File: src/rtl/teclado_pkg.sv
// Shared definitions for the matrix-keypad scanner: FSM states, the key-code
// width helper and the 4x4 legend used by downstream input handling.
package teclado_pkg;

    // Scanner FSM states.
    typedef enum logic [1:0] {
        SCAN      = 2'd0,
        DEB_PRESS = 2'd1,
        HOLD      = 2'd2,
        DEB_REL   = 2'd3
    } estado_t;

    // Width of a raw key code for an n_filas x n_cols keypad (at least 1 bit).
    function automatic int key_width(input int n_filas, input int n_cols);
        int n;
        n = n_filas * n_cols;
        if (n <= 2) begin
            return 1;
        end
        return $clog2(n);
    endfunction

    // Raw code (fila*4 + col) to printed symbol on a standard 4x4 keypad.
    localparam logic [7:0] LEYENDA_4X4 [16] = '{
        "1", "2", "3", "A",
        "4", "5", "6", "B",
        "7", "8", "9", "C",
        "*", "0", "#", "D"
    };

    // Symbol lookup for a 4x4 raw code.
    function automatic logic [7:0] leyenda(input logic [3:0] code);
        return LEYENDA_4X4[code];
    endfunction

endpackage

File: src/rtl/fifo_teclas.sv
// Generic synchronous FIFO. A push while full is accepted only if a pop
// happens in the same cycle; a pop while empty is ignored. The head entry is
// shown combinationally from the registered read pointer (0 when empty).
module fifo_teclas #(
    parameter int W     = 4,
    parameter int DEPTH = 8,
    localparam int PTR_W = (DEPTH > 1) ? $clog2(DEPTH) : 1,
    localparam int CNT_W = $clog2(DEPTH) + 1
) (
    input  logic             clk,
    input  logic             rst,
    input  logic             push,
    input  logic             pop,
    input  logic [W-1:0]     din,
    output logic [W-1:0]     dout,
    output logic             full,
    output logic             empty,
    output logic [CNT_W-1:0] count
);

    logic [W-1:0]     mem [DEPTH];
    logic [PTR_W-1:0] wr_ptr;
    logic [PTR_W-1:0] rd_ptr;
    logic             push_ok;
    logic             pop_ok;

    assign full    = (count == CNT_W'(DEPTH));
    assign empty   = (count == '0);
    assign pop_ok  = pop && !empty;
    assign push_ok = push && (!full || pop_ok);
    assign dout    = empty ? '0 : mem[rd_ptr];

    // Pointers and occupancy; pointers wrap naturally since DEPTH is a power of two.
    always_ff @(posedge clk) begin
        if (rst) begin
            wr_ptr <= '0;
            rd_ptr <= '0;
            count  <= '0;
        end else begin
            if (push_ok) begin
                wr_ptr <= wr_ptr + PTR_W'(1);
            end
            if (pop_ok) begin
                rd_ptr <= rd_ptr + PTR_W'(1);
            end
            case ({push_ok, pop_ok})
                2'b10:   count <= count + CNT_W'(1);
                2'b01:   count <= count - CNT_W'(1);
                default: count <= count;
            endcase
        end
    end

    // Storage array; contents need no reset because count gates visibility.
    always_ff @(posedge clk) begin
        if (push_ok) begin
            mem[wr_ptr] <= din;
        end
    end

endmodule

File: src/rtl/teclado_escaner_fifo.sv
// Matrix-keypad scanner: walks a single low column, synchronises the
// active-low rows, debounces press and release, and queues one code per
// press into a FIFO read through a valid/ready handshake.
//
// Handshake: an entry leaves the FIFO on a rising clk edge where
// tecla_valid && tecla_ready; tecla_code is the head entry while tecla_valid.
module teclado_escaner_fifo
    import teclado_pkg::*;
#(
    parameter int N_FILAS    = 4,
    parameter int N_COLS     = 4,
    parameter int N_DEB      = 18,
    parameter int SCAN_DIV   = 1024,
    parameter int FIFO_DEPTH = 8,
    localparam int KEY_W     = key_width(N_FILAS, N_COLS),
    localparam int CNT_W     = $clog2(FIFO_DEPTH) + 1
) (
    input  logic               clk,
    input  logic               rst,
    input  logic [N_FILAS-1:0] filas,
    output logic [N_COLS-1:0]  columnas,
    output logic [KEY_W-1:0]   tecla_code,
    output logic               tecla_valid,
    input  logic               tecla_ready,
    output logic [CNT_W-1:0]   fifo_count,
    output logic               tecla_presionada,
    output logic               overflow,
    input  logic               clr_overflow
);

    localparam int COL_W = (N_COLS > 1) ? $clog2(N_COLS) : 1;
    localparam int ROW_W = (N_FILAS > 1) ? $clog2(N_FILAS) : 1;
    localparam int DIV_W = (SCAN_DIV > 1) ? $clog2(SCAN_DIV) : 1;
    localparam logic [COL_W-1:0] COL_LAST = COL_W'(N_COLS - 1);
    localparam logic [DIV_W-1:0] DIV_LAST = DIV_W'(SCAN_DIV - 1);
    localparam logic [N_DEB-1:0] DEB_MAX  = {N_DEB{1'b1}};

    // FSM state is kept as a named signal so checkers can bind to it.
    estado_t            estado, estado_n;
    logic [N_FILAS-1:0] filas_m, filas_s;
    logic [N_FILAS-1:0] patron, patron_n;
    logic [COL_W-1:0]   col_idx, col_n;
    logic [DIV_W-1:0]   div_cnt, div_n;
    logic [N_DEB-1:0]   deb_cnt, deb_n;
    logic [ROW_W-1:0]   fila_idx;
    logic [KEY_W-1:0]   codigo;
    logic               push;
    logic               drop;
    logic               fifo_full;
    logic               fifo_empty;

    // Two-flop synchroniser for the asynchronous row inputs (idle = all ones).
    always_ff @(posedge clk) begin
        if (rst) begin
            filas_m <= '1;
            filas_s <= '1;
        end else begin
            filas_m <= filas;
            filas_s <= filas_m;
        end
    end

    // State, column, divider, debounce counter and latched row pattern.
    always_ff @(posedge clk) begin
        if (rst) begin
            estado  <= SCAN;
            col_idx <= '0;
            div_cnt <= '0;
            deb_cnt <= '0;
            patron  <= '1;
        end else begin
            estado  <= estado_n;
            col_idx <= col_n;
            div_cnt <= div_n;
            deb_cnt <= deb_n;
            patron  <= patron_n;
        end
    end

    // Next-state logic: scan, debounce press, hold, debounce release.
    always_comb begin
        estado_n = estado;
        col_n    = col_idx;
        div_n    = div_cnt;
        deb_n    = deb_cnt;
        patron_n = patron;
        push     = 1'b0;
        case (estado)
            SCAN: begin
                if (filas_s != '1) begin
                    patron_n = filas_s;
                    deb_n    = '0;
                    estado_n = DEB_PRESS;
                end else if (div_cnt == DIV_LAST) begin
                    div_n = '0;
                    col_n = (col_idx == COL_LAST) ? '0 : col_idx + COL_W'(1);
                end else begin
                    div_n = div_cnt + DIV_W'(1);
                end
            end
            DEB_PRESS: begin
                if (filas_s == '1) begin
                    estado_n = SCAN;
                end else if (filas_s != patron) begin
                    patron_n = filas_s;
                    deb_n    = '0;
                end else if (deb_cnt == DEB_MAX) begin
                    push     = 1'b1;
                    deb_n    = '0;
                    estado_n = HOLD;
                end else begin
                    deb_n = deb_cnt + N_DEB'(1);
                end
            end
            HOLD: begin
                if (filas_s == '1) begin
                    deb_n    = '0;
                    estado_n = DEB_REL;
                end
            end
            DEB_REL: begin
                if (filas_s != '1) begin
                    estado_n = HOLD;
                end else if (deb_cnt == DEB_MAX) begin
                    estado_n = SCAN;
                    div_n    = '0;
                    col_n    = (col_idx == COL_LAST) ? '0 : col_idx + COL_W'(1);
                end else begin
                    deb_n = deb_cnt + N_DEB'(1);
                end
            end
            default: estado_n = SCAN;
        endcase
    end

    // Lowest low row of the latched pattern wins when several rows are low.
    always_comb begin
        fila_idx = '0;
        for (int i = N_FILAS - 1; i >= 0; i--) begin
            if (!patron[i]) begin
                fila_idx = ROW_W'(i);
            end
        end
    end

    assign codigo = KEY_W'(int'(fila_idx) * N_COLS + int'(col_idx));

    // Exactly one column driven low.
    always_comb begin
        columnas          = '1;
        columnas[col_idx] = 1'b0;
    end

    assign tecla_presionada = (estado == HOLD);
    assign tecla_valid      = !fifo_empty;

    // A confirmed key is lost only if the FIFO is full and nothing leaves it.
    assign drop = push && fifo_full && !tecla_ready;

    // Sticky overflow flag; a new drop takes priority over a clear request.
    always_ff @(posedge clk) begin
        if (rst) begin
            overflow <= 1'b0;
        end else if (drop) begin
            overflow <= 1'b1;
        end else if (clr_overflow) begin
            overflow <= 1'b0;
        end
    end

    fifo_teclas #(
        .W     (KEY_W),
        .DEPTH (FIFO_DEPTH)
    ) u_fifo (
        .clk   (clk),
        .rst   (rst),
        .push  (push),
        .pop   (tecla_ready),
        .din   (codigo),
        .dout  (tecla_code),
        .full  (fifo_full),
        .empty (fifo_empty),
        .count (fifo_count)
    );

endmodule
File: config.mk
export PLATFORM = sky130hd
export DESIGN_NAME = teclado_escaner_fifo
export DESIGN_NICKNAME = d
export VERILOG_FILES = /design/src/rtl/teclado_pkg.sv /design/src/rtl/fifo_teclas.sv /design/src/rtl/teclado_escaner_fifo.sv
export SDC_FILE = /design/constraint.sdc
export NUM_CORES = 1
export LEC_CHECK = 0
export ABC_CLOCK_PERIOD_IN_PS = 2900
export CAP_MARGIN = 20
export CORE_MARGIN = 10
export CORE_UTILIZATION = 47
export CTS_CLUSTER_DIAMETER = 100
export DETAILED_ROUTE_END_ITERATION = 10
export GPL_TIMING_DRIVEN = 0
export PLACE_DENSITY_LB_ADDON = 0.15
export RECOVER_POWER = 25
export SLEW_MARGIN = 25
export SYNTH_ARGS = -nofsm -noshare
export SYNTH_HDL_FRONTEND = slang
export SYNTH_SLANG_ARGS = --single-unit
File: constraint.sdc
create_clock -name clk -period 2.9 [get_ports clk]
set_clock_uncertainty 0.15 [all_clocks]
set_input_delay 0.58 -clock clk [delete_from_list [all_inputs] [get_ports clk]]
set_output_delay 0.58 -clock clk [all_outputs]
set_load 0.005 [all_outputs]
Word level (Yosys, flattened, before mapping)
Memory sizes are Yosys's and may differ from the RTL's. A register that Yosys moved wholly into a read port is not among the register bits.
Index checks and enable logic that the tools add are counted.
{"block": "totals", "register_bits": 55, "ram_bits": 32, "input_bits": 8, "elab_cells": 116, "memories": 1}
{"block": "op_classes", "addsub": 8, "magnitude_cmp": 2, "n_eq_ne": 24, "n_mux": 49, "bitwise": 1, "reduce_logical": 20}
{"memory": "u_fifo.mem", "words": 8, "word_bits": 4, "read_ports": 1, "rd_clocked_by_memory_dff": 1, "write_ports": 1, "line": "fifo_teclas.sv:21", "text": "logic [W-1:0] mem [DEPTH];"}
{"op": "$mux 18", "count": 7}
{"op": "$pmux 18 s4", "count": 1}
{"op": "$mux 10", "count": 4}
{"op": "$mux 2", "count": 16}
{"op": "$pmux 10 s2", "count": 1}
{"op": "$add 18x1->18 const B", "count": 1}
{"op": "$eq 18x18->1 const B", "count": 1}
{"op": "$mux 4", "count": 4}
{"op": "$ne 2x2->1 const B", "count": 8}
{"op": "$pmux 4 s2", "count": 2}
{"op": "$reduce_and 5->1", "count": 3}
{"op": "$add 10x1->10 const B", "count": 1}
{"op": "$eq 10x10->1 const B", "count": 1}
{"op": "$mux 1", "count": 9}
{"op": "$ne 3x3->1 const B", "count": 3}
{"op": "$eq 2x2->1 const B", "count": 4}
{"op": "$eq 4x4->1 const B", "count": 2}
{"op": "$pmux 2 s4", "count": 1}
{"op": "$reduce_and 4->1", "count": 2}
{"op": "$reduce_bool 2->1", "count": 4}
{"op": "$add 3x1->3 const B", "count": 2}
{"op": "$mux 3", "count": 2}
{"op": "$logic_and 1x1->1", "count": 5}
{"op": "$add 4x1->4 const B", "count": 1}
{"op": "other kinds (16)", "count": 19}

Depth between registers and ports, before layout
Gate-level depths: netlist of the first run.
{"block": "depth", "ltp_word": 8, "mapped_depth": 12, "ltp_nobuf": 12}

By module
From an unflattened synthesis of the first run, not the netlist that was laid out.
{"block": "unflattened", "cells_unflattened": 399, "hier_area_um2": 4262.8}
{"mod": "teclado_escaner_fifo", "instances": 1, "cells_each": 269, "area_each_um2": 2349.8, "seq_area_each_um2": 900.9}
{"mod": "fifo_teclas", "instances": 1, "cells_each": 130, "area_each_um2": 1913.1, "seq_area_each_um2": 1221.2}

Worst setup path after synthesis of the first run
OpenSTA, ideal clock, no wires.
{"block": "synth_timing", "path_type": "register to register", "startpoint": "register u_fifo.count[1]", "endpoint": "register u_fifo.count[2]", "setup_ps": 70, "t_arrival_ps": 2582, "required_ps": 2680, "setup_slack_ps": 98, "stages_incl_launch_ff": 13, "path_buffers": 1, "synth_period_minus_slack_ps": 2802, "path_cell_list": "dfxtp_1 > clkbuf_1 > nor4_1 > inv_1 > nand2_1 > inv_1 > ha_1 > xor2_1 > ha_1 > a21oi_1 > xor2_1 > or3_1 > a21oi_1"}
{"block": "synth_between", "elab_chain_cells": 7, "word_cells_on_any_way": 13, "classes_between": "add/sub (2); eq/ne (3); mux (1); reduce/logical (7)"}
{"element": "from (decl)", "line": "fifo_teclas.sv:18", "text": "output logic [CNT_W-1:0] count"}
{"element": "from (signal assigned)", "line": "fifo_teclas.sv:47", "text": "2'b10: count <= count + CNT_W'(1);"}
{"element": "from (signal assigned)", "line": "fifo_teclas.sv:48", "text": "2'b01: count <= count - CNT_W'(1);"}
{"element": "from (signal assigned)", "line": "fifo_teclas.sv:49", "text": "default: count <= count;"}
{"element": "$logic_not 4->1 (*)", "line": "fifo_teclas.sv:28", "text": "assign empty = (count == '0);"}
{"element": "$logic_not 1->1 (*)"}
{"element": "named net tecla_valid", "line": "teclado_escaner_fifo.sv:23", "text": "output logic tecla_valid,"}
{"element": "$logic_and 1x1->1 (*)", "line": "fifo_teclas.sv:29", "text": "assign pop_ok = pop && !empty;"}
{"element": "named net u_fifo.pop_ok", "line": "fifo_teclas.sv:25", "text": "logic pop_ok;"}
{"element": "$logic_or 1x1->1", "line": "fifo_teclas.sv:30", "text": "assign push_ok = push && (!full || pop_ok);"}
{"element": "$logic_and 1x1->1", "line": "fifo_teclas.sv:30"}
{"element": "$eq 2x1->1 / $eq 2x2->1 (equally long branches)", "line": "fifo_teclas.sv:46", "text": "case ({push_ok, pop_ok})"}
{"element": "$pmux 4 s2 / $reduce_bool 2->1 (equally long branches)"}
The timed path passes the listed nets; every way through them passes the cells marked *.
A chain may end at the register's enable or synchronous reset.

Worst setup path in the final report of the first run
{"block": "layout_timing", "startpoint": "register deb_cnt[0]", "endpoint": "register u_fifo.count[2]"}
{"block": "layout_between", "elab_chain_cells": 8, "word_cells_on_any_way": 10, "classes_between": "eq/ne (3); mux (5); reduce/logical (2)"}
{"element": "from (decl)", "line": "teclado_escaner_fifo.sv:44", "text": "logic [N_DEB-1:0] deb_cnt, deb_n;"}
{"element": "from (signal assigned)", "line": "teclado_escaner_fifo.sv:75", "text": "deb_cnt <= deb_n;"}
{"element": "$eq 18x18->1 (*)", "line": "teclado_escaner_fifo.sv:107", "text": "end else if (deb_cnt == DEB_MAX) begin"}
{"element": "$mux 1 (*)", "line": "teclado_escaner_fifo.sv:107"}
{"element": "$mux 1 (*)", "line": "teclado_escaner_fifo.sv:104", "text": "end else if (filas_s != patron) begin"}
{"element": "$mux 1 (*)", "line": "teclado_escaner_fifo.sv:102", "text": "if (filas_s == '1) begin"}
{"element": "$mux 1 (*)", "line": "teclado_escaner_fifo.sv:88", "text": "case (estado)"}
{"element": "$logic_and 1x1->1 (*)", "line": "fifo_teclas.sv:30"}
{"element": "$eq 2x1->1 / $eq 2x2->1 (equally long branches)", "line": "fifo_teclas.sv:46"}
{"element": "$pmux 4 s2 / $reduce_bool 2->1 (equally long branches)"}
Every way passes the cells marked *; elsewhere a longest branch is shown, timed or not.

==> results.py, run 1 <==
metrics = {
    "synthesis": {
        "synth_area_leaders": "dfxtp_1 (28%), edfxtp_1 (23%), mux4_2 (4.3%)",
        "yosysSeqAreaShare_pct": 50.6,
        "synth_top_area_share_pct": 27.7,
        "synth-seq-cells": 90,
        "synthAdderAreaFrac_pct": 3.28,
        "syn_area_sq_um": 4190,
        "synth_simple_gate_area_share_pct": 21.1,
        "avgSynthCellArea_sq_um": 10.6,
        "ys.flop_type": "dfxtp_1",
        "syn_inst": 394,
        "synth_top_area_cell": "dfxtp_1",
        "async_reset_ff_share_pct": 0,
        "synth_top_family_by_area": "simple AND/OR/NAND/NOR gates",
        "synth_compound_area_share_pct": 11.6,
        "synth.area.mux_share_pct": 6.24,
        "synth.most_common_cell": "dfxtp_1",
        "yosysWarnings": 0,
        "synth_cell_types": 59,
        "synth.top_cells.by_count": "dfxtp_1 (58), nor2_1 (34), edfxtp_1 (32)",
        "synth_edf_count": 32,
        "syn_nets": 413,
        "synth_xor_area_share_pct": 4.36,
    },
    "cells_and_area": {
        "final_nets": 451,
        "area_growth_pct": 16.6,
        "diodes": 0,
        "ff_latch_area_sq_um": 2130,
        "drive_gt1_share_pct": 16.7,
        "fin_area_sq_um": 4890,
        "fin_cells": 545,
        "multi_input_area_sq_um": 2030,
        "utilization_pct": 56.1,
        "fill_cells": 756,
    },
    "job": {
        "drv_cap": 0,
    },
    "routing": {
        "drc": 0,
        "drt_wl_total_um": 8180,
        "vias": 3029,
        "drt-initial-drc-count": 202,
        "firstDrtPassIters": 4,
        "wl_per_cell_um": 15.0,
        "vias_per_cell": 5.56,
        "antenna_left": 0,
    },
    "power": {
        "power_density_nw_per_um2": 485,
        "p_leak_nw": 1.63,
        "p_sw_w": 0.000630,
        "p_total_w": 0.00237,
        "swShare_pct": 26.6,
        "pwr-share-seq_pct": 56.9,
        "p_comb_share_pct": 6.7,
        "internal_power_w": 0.00174,
        "ir_drop_mv": 0.235,
        "clkPwrFrac_pct": 36.4,
    },
    "worst_setup_path": {
        "endpoint_kind": "flop",
        "critPathKind": "reg -> reg",
        "worstSetupStartpointType": "flop",
        "worst-path-max-fanout": 4,
        "cp.required_ns": 3.05,
        "reg2reg_slack_ns": 0.13,
        "cp.arrival_ns": 2.92,
    },
    "grt": {
        "antenna_found_initial": 0,
        "overflow": 0,
        "grt_pass1_vias": 2840,
        "grt_max_degree": 20,
        "track_usage_pct": 12.7,
        "grt_pass1_wl_um": 13700,
    },
    "placed_design": {
        "dp_cells": 523,
        "gp_congestion": 0.845,
        "hpwl_um": 5850,
        "io_buffer_count": 21,
        "post_dp_cell_area_sq_um": 4540,
    },
    "worst_hold_path": {
        "hp-class": "reg -> reg",
    },
    "timing": {
        "worst_pin_slew_ns": 0.765,
        "finalHoldViolations": 0,
        "rsz0062_at_grt": "true",
        "finalCritPeriodShare_pct": 95.4,
        "slew_headroom_pct": 48.5,
        "slew_violations": 0,
        "tns_ns": 0,
        "fmax_mhz": 361,
        "fin_crit_ns": 2.77,
        "finalSetupViolations": 0,
    },
    "floorplanning": {
        "core-area_sq_um": 8720,
        "die_area_sq_um": 13100,
        "initial_core_util_pct": 48.1,
        "ios": 23,
        "fp-row-count": 34,
        "dieWidth_um": 114,
        "die_h_um": 114,
    },
    "clock_network": {
        "cts_hold_repair.buffers": 0,
        "cts_buffers": 9,
        "root_buffer": "clkbuf_8",
        "h-tree-depth": 3,
        "clock_latency_ns": 0.37,
        "clock-sinks": 90,
        "cts_buffer_depth": 2,
        "tritoncts": "done",
        "clk_pin_slew_ns": 0.11,
    },
    "outcome": {
        "outcome": "complete, no violations",
    },
}
per-stage QoR:
stage               setup WS (ns)  hold slack [ns]
detailed placement         -0.337            0.247
finish                      0.133            0.269
CTS                       0.00561            0.272
global placement           -0.315            0.243
floorplan                  0.0982            0.239
global route              -0.0653            0.279
cell families (layout without fill, tap and decap cells):
group                    after synthesis  in the layout
AND/OR/NAND/NOR                      154            154
AO/OA/AOI/OAI                         77             77
flip-flops                            90             90
multiplexers                          16             16
adder cells (fa/ha/maj)               11             11
buffers and inverters                 26             69
XOR/XNOR                              20             20
layout by cell type (no fill, tap or decap), drive strengths merged, types with 2 or more instances in the layout:
cell	Yosys	final
clkdlybuf4s50	1	21
a211o	5	5
a211oi	4	4
nor2b	7	7
clkinv	0	3
clkbuf	9	16
or3	12	12
and2	2	2
ha	11	11
buf	3	11
nor4	5	5
o21ai	15	15
mux2i	7	7
nand3b	4	4
dfxtp	58	58
xor2	15	15
or4	11	11
nor2	34	34
and3	5	5
a21oi	30	30
a21boi	2	2
and3b	2	2
a31oi	2	2
o211ai	4	4
nand3	18	18
nand4	11	11
o31ai	8	8
nand2b	4	4
nor3	9	9
mux4	8	8
xnor2	5	5
and4	2	2
edfxtp	32	32
inv	13	17
or2	9	9
nand2	17	17
power by group through the flow:
| stage | Clock [W] | Sequential [W] | Combinational, W |
|---|---|---|---|
| 2_1_floorplan | 0 | 0.00137 | 0.000115 |
| 3_3_place_gp | 0 | 0.00138 | 0.000151 |
| 3_5_place_dp | 0 | 0.00138 | 0.000152 |
| 4_1_cts | 0.000886 | 0.00135 | 0.000159 |
| 5_1_grt | 0.000949 | 0.00135 | 0.000178 |
| 6_report | 0.000862 | 0.00135 | 0.000159 |
registers in the layout (all words and copies together) (netlist names), 3 cells and up, named ones only:
| name | flops |
|---|---|
| patron | 4 |
| u_fifo.mem | 32 |
| filas_m | 4 |
| div_cnt | 10 |
| u_fifo.rd_ptr | 3 |
| deb_cnt | 18 |
| u_fifo.count | 4 |
| u_fifo.wr_ptr | 3 |
| filas_s | 4 |
per-layer routing:
layer | share of wire (%) | vias to the layer above | global-route usage (%) | wire (um)
li1 | - | 1548 | - | -
met1 | 48 | 1430 | 17.0 | 3940
met2 | 47 | 42 | 19.1 | 3830
met3 | 3.7 | 9 | 3.30 | 303
met4 | 1.1 | 0 | 4.93 | 93
met5 | 0 | - | 0 | 0
timing repair:
| item | in CTS | in global routing |
|---|---|---|
| buffers inserted | 2 | 6 |
| setup endpoints to repair | 12 | 5 |
| pin swaps | 2 | 5 |
| resized for setup | 11 | 10 |
worst paths after layout:
kind,to,depth (start not counted),start
worst min register to register,filas_s[1]$_SDFF_PP1_,1,filas_m[1]$_SDFF_PP1_
worst max register to register,u_fifo.count[2]$_SDFFE_PP0P_,12,deb_cnt[0]$_SDFFE_PP0P_
worst min-delay path,filas_s[1]$_SDFF_PP1_,1,filas_m[1]$_SDFF_PP1_
worst max-delay path,u_fifo.count[2]$_SDFFE_PP0P_,12,deb_cnt[0]$_SDFFE_PP0P_
critical path, cell delays in order, from the launching register on:
cell     delay [ns]
dfxtp_4        0.39
ha_4           0.15
nand4_1        0.16
nor4_2         0.36
and2_4         0.23
nand3_4        0.10
ha_4           0.19
xor2_1         0.15
ha_2           0.20
a21oi_2        0.04
xor2_1         0.16
or3_1          0.31
a21oi_1        0.12
cell type report:
class / count / area share [%]
inverter: 13 / 0.998
tap: 108 / 2.76
multi-input combinational: 278 / 41.6
sequential: 90 / 43.7
buffer: 11 / 1.31
clock inverter: 7 / 1.61
clock buffer: 9 / 2.53
timing repair buffer: 29 / 5.53
No activity file was read; power rests on OpenSTA's default activity.
==> inputs of run 2 (changes only) <==
--- a/config.mk
+++ b/config.mk
@@ -8,7 +8,7 @@
 export ABC_CLOCK_PERIOD_IN_PS = 2900
 export CAP_MARGIN = 20
 export CORE_MARGIN = 10
-export CORE_UTILIZATION = 47
+export CORE_UTILIZATION = 54
 export CTS_CLUSTER_DIAMETER = 100
 export DETAILED_ROUTE_END_ITERATION = 10
 export GPL_TIMING_DRIVEN = 0
==> run 2 against run 1 <==
Effect of this change: highest routed layer unchanged; critical path depth is the same; critical endpoint unchanged; via count is 1.7% higher; sequential power about the same; largest cell class unchanged.
==> results.py, run 2 (synthesis results as in run 1) <==
metrics = {
    "worst_setup_path": {
        "ff2ff_path_depth": 12,
        "worstSetupStartpointType": "flop",
        "endpoint_kind": "flop",
        "critPathKind": "reg -> reg",
        "cp.required_ns": 3.05,
        "worst-path-max-fanout": 4,
        "cp.arrival_ns": 2.97,
    },
    "power": {
        "ir_drop_mv": 0.250,
        "power_density_nw_per_um2": 509,
        "p_leak_nw": 1.64,
        "p_total_w": 0.00250,
    },
    "floorplanning": {
        "initial_core_util_pct": 54.8,
        "die_h_um": 108,
        "ios": 23,
        "dieWidth_um": 108,
        "fp-row-count": 32,
        "core-area_sq_um": 7650,
        "die_area_sq_um": 11700,
    },
    "timing": {
        "rsz0062_at_grt": "true",
        "setup_slack_ns": 0.0837,
        "finalCritPeriodShare_pct": 97.1,
        "finalSetupViolations": 0,
        "slew_violations": 0,
        "worst_pin_slew_ns": 0.942,
        "finalHoldViolations": 0,
        "fmax_mhz": 355,
        "fin_crit_ns": 2.82,
        "tns_ns": 0,
        "hold_ws_ns": 0.263,
        "slew_headroom_pct": 36.6,
    },
    "placed_design": {
        "io_buffer_count": 21,
        "gp_congestion": 0.847,
        "hpwl_um": 5880,
        "dp_cells": 517,
        "dp_worst_setup_slack_ns": -0.382,
    },
    "routing": {
        "drt_wl_total_um": 8280,
        "drc": 0,
        "firstDrtPassIters": 5,
        "wl_met2_um": 4310,
        "wl_met1_um": 3660,
        "wl_met3_um": 168,
        "vias_per_cell": 5.72,
        "antenna_left": 0,
        "vias": 3079,
        "drt-initial-drc-count": 110,
        "highest_layer": "met4",
        "wl_per_cell_um": 15.4,
    },
    "clock_network": {
        "cts_buffer_depth": 2,
        "clock_latency_ns": 0.36,
        "tritoncts": "done",
        "h-tree-depth": 3,
        "root_buffer": "clkbuf_8",
        "clock-sinks": 90,
        "cts_buffers": 9,
        "clk_pin_slew_ns": 0.09,
    },
    "outcome": {
        "outcome": "complete, no violations",
    },
    "grt": {
        "grt_pass1_wl_um": 14400,
        "track_usage_pct": 15.0,
        "overflow": 0,
        "antenna_found_initial": 0,
        "grt_pass1_vias": 3073,
        "grt_max_degree": 16,
    },
    "cells_and_area": {
        "diodes": 0,
        "largest-register": "u_fifo.mem",
        "area_growth_pct": 17.1,
        "drive_gt1_share_pct": 16.5,
        "largest_reg_flops": 32,
        "final_common_cell": "dfxtp_1",
        "fill_cells": 605,
        "final_nets": 450,
        "reg.largest.list": "u_fifo.mem x32, deb_cnt x18, div_cnt x10",
        "final_cell_mix": "dfxtp_1 (54), nor2_1 (34), edfxtp_1 (32)",
        "fin_cells": 538,
    },
    "worst_hold_path": {
        "whs_path_depth": 1,
        "hp-class": "reg -> reg",
    },
    "job": {
        "drv_cap": 0,
    },
}
## run 2: cell types whose count changed in the layout (fill, tap and decap cells not counted), moves of 2 or more
| cell | delta |
|---|---|
| inv_8 | -4 |
| bufinv_16 | +2 |
| clkinv_4 | -2 |
| clkinvlp_4 | +2 |
## run 2: through the flow
| step | util, % | cell area (sq um) |
|---|---|---|
| 2_1_floorplan | - | 4190 |
| 3_3_place_gp | 59.3 | 4530 |
| 3_5_place_dp | 59.3 | 4530 |
| 4_1_cts | 63.1 | 4830 |
| 5_1_grt | 64.2 | 4910 |
| 6_report | 64.2 | 4910 |
## run 2: repair_timing
item / 4_1_cts / 5_1_grt
gates resized for setup: 14 / 9
setup buffers: 1 / 6
setup endpoints to repair: 12 / 2
pin swaps: 4 / 4
hold buffers: 0 / 0
## run 2: where the power goes
group          total, W  switching (W)  internal (W)
Clock          0.000983       0.000443      0.000541
Combinational  0.000166      0.0000975     0.0000689
Sequential      0.00135      0.0000207       0.00133
## run 2: worst paths after layout
kind / from / end / slack (ns)
worst max-delay path: deb_cnt[0]$_SDFFE_PP0P_ / u_fifo.count[2]$_SDFFE_PP0P_ / 0.08
worst min-delay path: filas_m[0]$_SDFF_PP1_ / filas_s[0]$_SDFF_PP1_ / 0.26
worst max register to register: deb_cnt[0]$_SDFFE_PP0P_ / u_fifo.count[2]$_SDFFE_PP0P_ / 0.08
worst min register to register: filas_m[0]$_SDFF_PP1_ / filas_s[0]$_SDFF_PP1_ / 0.26
## run 2: cell type report
class | count | area (sq um) | share of cell area (%)
Clock inverter | 5 | 83.8 | 1.71
Buffer | 11 | 63.8 | 1.30
Tap cell | 102 | 128 | 2.60
Clock buffer | 11 | 153 | 3.11
Multi-Input combinational cell | 278 | 2040 | 41.5
Sequential cell | 90 | 2130 | 43.5
Timing Repair Buffer | 28 | 263 | 5.35
Inverter | 13 | 48.8 | 0.994
## run 2: per-layer routing
metal | vias up | GRT usage [%]
met5 | - | 0
met4 | 0 | 6.49
met3 | 13 | 3.09
met2 | 39 | 26.2
met1 | 1492 | 17.5
li1 | 1535 | -
## run 2: worst max-delay path, stage by stage, from the launching register on
cell and delay (ns):
dfxtp_4 0.37, ha_4 0.15, nand4_1 0.17, nor4_2 0.36, and2_4 0.24, nand3_4 0.11
ha_4 0.21, xor2_1 0.15, ha_2 0.20, a21oi_2 0.04, xor2_1 0.17, or3_1 0.33
a21oi_2 0.13
